`src/rtl/alu_issue_queue.sv`:
```
// alu_issue_queue: a small in-order FIFO that sits in front of the 2-bit ALU.
// It accepts requests, issues at most one per cycle as registered operands and
// controls, and captures the ALU's combinational result one cycle after issue.
// It also keeps a saturating count of divide-by-zero results.
module alu_issue_queue #(
  parameter int DEPTH = 4
) (
  input  logic                      clk,
  input  logic                      rst,
  input  logic                      in_valid,
  output logic                      in_ready,
  input  logic [1:0]                in_a,
  input  logic [1:0]                in_b,
  input  logic [1:0]                in_ctrl,
  input  logic [1:0]                in_addr,
  input  logic                      in_we,
  input  logic                      hold,
  output logic [1:0]                alu_a,
  output logic [1:0]                alu_b,
  output logic [1:0]                alu_ctrl,
  output logic [1:0]                alu_addr,
  output logic                      alu_we,
  input  logic [3:0]                alu_y,
  input  logic                      alu_c,
  output logic                      res_valid,
  output logic [3:0]                res_y,
  output logic                      res_c,
  output logic [1:0]                res_addr,
  output logic [3:0]                err_cnt,
  output logic [$clog2(DEPTH):0]    count
);

  localparam int PW = $clog2(DEPTH);
  localparam int CW = PW + 1;

  // Entry layout: {a[8:7], b[6:5], ctrl[4:3], addr[2:1], we[0]}
  logic [8:0]    mem [DEPTH];
  logic [PW-1:0] wr_ptr;
  logic [PW-1:0] rd_ptr;
  logic          iss_valid;
  logic          push;
  logic          pop;

  // Acceptance depends only on occupancy, so a full FIFO refuses a push
  // even when a pop happens in the same cycle.
  assign in_ready = (count < CW'(DEPTH)) && !rst;
  assign push     = in_valid && in_ready;
  assign pop      = !hold && (count != '0);

  // Storage write port; contents need no reset because count guards reads
  always_ff @(posedge clk) begin
    if (push) begin
      mem[wr_ptr] <= {in_a, in_b, in_ctrl, in_addr, in_we};
    end
  end

  // Pointers, occupancy and the issue registers (registered read of the head)
  always_ff @(posedge clk) begin
    if (rst) begin
      wr_ptr    <= '0;
      rd_ptr    <= '0;
      count     <= '0;
      iss_valid <= 1'b0;
      alu_a     <= '0;
      alu_b     <= '0;
      alu_ctrl  <= '0;
      alu_addr  <= '0;
      alu_we    <= 1'b0;
    end else begin
      if (push) begin
        wr_ptr <= wr_ptr + 1'b1;
      end
      if (pop) begin
        rd_ptr    <= rd_ptr + 1'b1;
        {alu_a, alu_b, alu_ctrl, alu_addr, alu_we} <= mem[rd_ptr];
        iss_valid <= 1'b1;
      end else begin
        // Operands hold their last values; only the write enable is gated
        iss_valid <= 1'b0;
        alu_we    <= 1'b0;
      end
      case ({push, pop})
        2'b10:   count <= count + 1'b1;
        2'b01:   count <= count - 1'b1;
        default: count <= count;
      endcase
    end
  end

  // Capture the ALU result one cycle after issue and track div-by-zero errors
  always_ff @(posedge clk) begin
    if (rst) begin
      res_valid <= 1'b0;
      res_y     <= '0;
      res_c     <= 1'b0;
      res_addr  <= '0;
      err_cnt   <= '0;
    end else begin
      res_valid <= iss_valid;
      if (iss_valid) begin
        res_y    <= alu_y;
        res_c    <= alu_c;
        res_addr <= alu_addr;
        if ((alu_ctrl == 2'b11) && alu_c && (err_cnt != 4'hF)) begin
          err_cnt <= err_cnt + 1'b1;
        end
      end
    end
  end

endmodule

```
`config.mk`:
```
export PLATFORM = sky130hd
export DESIGN_NAME = alu_issue_queue
export DESIGN_NICKNAME = d
export VERILOG_FILES = /design/src/rtl/alu_issue_queue.sv
export SDC_FILE = /design/constraint.sdc
export NUM_CORES = 1
export LEC_CHECK = 0
export ABC_AREA = 1
export CAP_MARGIN = 20
export CORE_ASPECT_RATIO = 0.6
export CORE_MARGIN = 3
export CORE_UTILIZATION = 50
export CTS_CLUSTER_DIAMETER = 150
export DETAILED_ROUTE_END_ITERATION = 8
export PLACE_DENSITY = 0.83
export SLEW_MARGIN = 20
export SYNTH_ARGS = -nofsm -noshare
export SYNTH_HDL_FRONTEND = slang
export SYNTH_SLANG_ARGS = --single-unit
```
`constraint.sdc`:
```
create_clock -name clk -period 3.35 [get_ports clk]
set_input_delay 0.8375 -clock clk [delete_from_list [all_inputs] [get_ports clk]]
set_output_delay 0.8375 -clock clk [all_outputs]
set_load 0.02 [all_outputs]
```
==> metrics.md, run 1 <==
| Metric | Value |
|---|---|
| Clock share of power | `28.8%` |
| Syn. warnings | `0` |
| Ant. Diodes | `0` |
| Mapped Area | `roughly 2800 um2` |
| Crit path launch type | `input port` |
| Min-Delay Path Class | `flip-flop to flip-flop` |
| NetSw | `0.812 mW` |
| Register area | `~1700 um2` |
| Avg Inst Size Synth | `9.01 um2` |
| Layout cell share with drive strength beyond 1 | `approximately 8%` |
| Total GRT Usage | `18.9%` |
| Detail Placement HPWL | `around 3900 um` |
| DP Area | `3280 um2` |
| Power, Total | `2.49 mW` |
| Total negative slack | `0 ns` |
| Die Y | `64.1 um` |
| Initial antenna violation count | `0` |
| Area Overhead vs Synth | `24.4%` |
| Crit path kind | `input port to primary output` |
| Min Clock Period, post-route | `2.98 ns` |
| WL/cell | `between 10 and 15 um` |
| Pwr dens | `between 700 and 800 nW/um2` |
| Die X | `103 um` |
| DR vias/cell | `4.88` |
| CTS H-tree lvls | `3` |
| Net Sw Frac | `roughly a third` |
| CP max FO | `2` |
| Mapped Cells | `approximately 310` |
| Root buffer cell | `clkbuf_8` |
| Antenna-violating nets left | `0` |
| Hold Buf Count CTS | `0` |
| Sequential Power Share | `43.3%` |
| Actual slew at the worst max-slew pin | `0.749 ns` |
| Critical Path RT | `between 2 and 3 ns` |
| Largest cells by area after synthesis | `edfxtp_1 (38%), dfxtp_1 (22%), nand2_1 (13%), inv_1 (5.9%), nor2_1 (5.5%)` |
| Gate power share | `27.8%` |
| Clock buffer depth | `2` |
| Synth Register Bits | `67` |
| Wire length of the first global-routing pass | `9250 um` |
| Setup bufs post-CTS | `0` |
| Mapped Nets | `approximately 340` |
| Slew Limit Headroom | `about half` |
| Final core occ | `66.8%` |
| Setup crit end kind | `primary output` |
| Yosys cell types | `22` |
| Remaining global-route overflow | `0` |
| Max-cap violations | `0` |
| Period utilization | `88.8%` |
| Sequential area share after synthesis | `60.6%` |
| Routed WL | `5690 um` |
| Hold_ws | `~0.47 ns` |
| Remaining DRCs | `0` |
| # rows | `20` |
| Most frequent cells in the layout | `nand2_1 (94), inv_1 (44), clkdlybuf4s50_1 (42)` |
| Die Area | `6590 um2` |
| Largest net degree at the start of global routing | `23` |
| I/O Pins | `43` |
| Internal cell power | `1.68 mW` |
| Peak supply drop | `0.340 mV` |
| Arr. time, crit path | `2.14 ns` |
| Pre-CTS setup slack | `0.384 ns` |
| Starting DRT DRC Count | `170` |
| RSZ-0062 raised after global routing | `no` |
| Setup violators final | `0` |
| Worst-Skew Late Latency | `0.35 ns` |
| Sink Count | `67` |
| Multi-input combinational cell area | `853 um2` |
| CTS Buf Count | `9` |
| DR vias | `between 2000 and 2500` |
| Starting Density | `53.7%` |
| Synth top area share | `38.5%` |
| Achievable Freq | `0.336 GHz` |
| CTS tree | `done` |
| Synth area leader | `edfxtp_1` |
| Post-CTS sizing | `0` |
| Most common cell after layout, fill and taps aside | `nand2_1` |
| Vias in the first global route | `approximately 2000` |
| Routability congestion estimate | `0.800` |
| Post-Place Cells | `416` |
| Core region area | `5230 um2` |
| Non-Filler Instances | `432` |
| Number of fill cells | `428` |
| Worst clock skew | `0.00746 ns` |
| Fin. Hold Viols | `0` |
| Final nets | `386` |
| P_leak | `approximately 1.5 nW` |
| Final Cell Area | `3490 um2` |
| Final Slew Violations | `0` |
| Status | `complete, no violations` |
| Clock Pin Slew Worst Setup and Hold Paths | `0.07 ns` |
| PnR worst setup slack | `0.375 ns` |
| Pre-antenna DRT Iters | `4` |
| Buffers on Ports | `42` |
[worst paths after layout]
path                               from               endpoint  slack, ns  cells past startpoint
setup / recovery                    rst               in_ready       0.37                      3
hold / removal       res_c$_SDFFE_PP0P_     res_c$_SDFFE_PP0P_       0.47                      2
setup reg to reg  count[2]$_SDFFE_PP0P_  count[2]$_SDFFE_PP0P_       1.58                     10
hold reg to reg      res_c$_SDFFE_PP0P_     res_c$_SDFFE_PP0P_       0.47                      2
[Yosys cell counts]
| master | n |
|---|---|
| nor2_2 | 1 |
| nand2_2 | 2 |
| inv_4 | 1 |
| clkbuf_2 | 1 |
| nand4_1 | 1 |
| o21ai_1 | 1 |
| o21ai_0 | 11 |
| dfxtp_1 | 31 |
| buf_4 | 2 |
| nand3_2 | 1 |
| nor2_1 | 41 |
| a21oi_1 | 14 |
| buf_2 | 3 |
| nor2_4 | 1 |
| nand3_1 | 15 |
| edfxtp_1 | 36 |
| nand2_1 | 94 |
| buf_6 | 4 |
| fa_1 | 1 |
| inv_2 | 1 |
| inv_1 | 44 |
| ha_1 | 6 |
[final cells by class]
cell class | instances | area share (%)
well taps | 66 | 2.36
inverters | 46 | 5.01
clock inverters | 7 | 2.65
clock buffers | 9 | 3.54
repair buffers | 48 | 13.3
flip-flops and latches | 67 | 48.7
multi-input cells | 189 | 24.4
[worst max-delay path, cell delays in order]
cell and delay, ns:
clkdlybuf4s50_1 0.50, nor2_2 0.17, clkdlybuf4s50_1 0.63
[logic make-up after synthesis]
logic type                 count (synthesis)  share of synthesized area [%]
AOI/OAI and AO/OA                         26                           4.63
and+or+nand+nor                          156                           22.4
DFF                                       67                           60.6
buffers and inverters                     56                           9.08
adders and majority gates                  7                           3.38
[power by group through the flow]
stage               Combinational, mW  Sequential [mW]  Clock, mW
floorplan                       0.417             1.13          0
global placement                0.668             1.09          0
detailed placement              0.692             1.10          0
CTS                             0.698             1.08      0.732
global route                    0.781             1.09      0.774
finish                          0.693             1.08      0.717
[layer usage]
layer  global-route usage, %  wire length (um)
met5                       0                 0
met4                    6.79                84
met2                    27.7              2570
met3                    7.74               404
met1                    25.3              2630
[registers in the layout (all words and copies together) (netlist names), named ones only]
| signal | count |
|---|---|
| res_valid | 1 |
| res_y | 4 |
| res_addr | 2 |
| rd_ptr | 2 |
| alu_b | 2 |
| res_c | 1 |
| err_cnt | 4 |
| alu_we | 1 |
| alu_addr | 2 |
| iss_valid | 1 |
| count | 3 |
| alu_a | 2 |
| alu_ctrl | 2 |
| mem | 36 |
| wr_ptr | 2 |
No activity file was read; power rests on OpenSTA's default activity.
==> run 2, diff against run 1 <==
SKIP_CTS_REPAIR_TIMING = 1   (was not set)
SLEW_MARGIN = 30   (was 20)
==> results of run 2 <==
Final layout, timing and power as in run 1 (identical DEF).
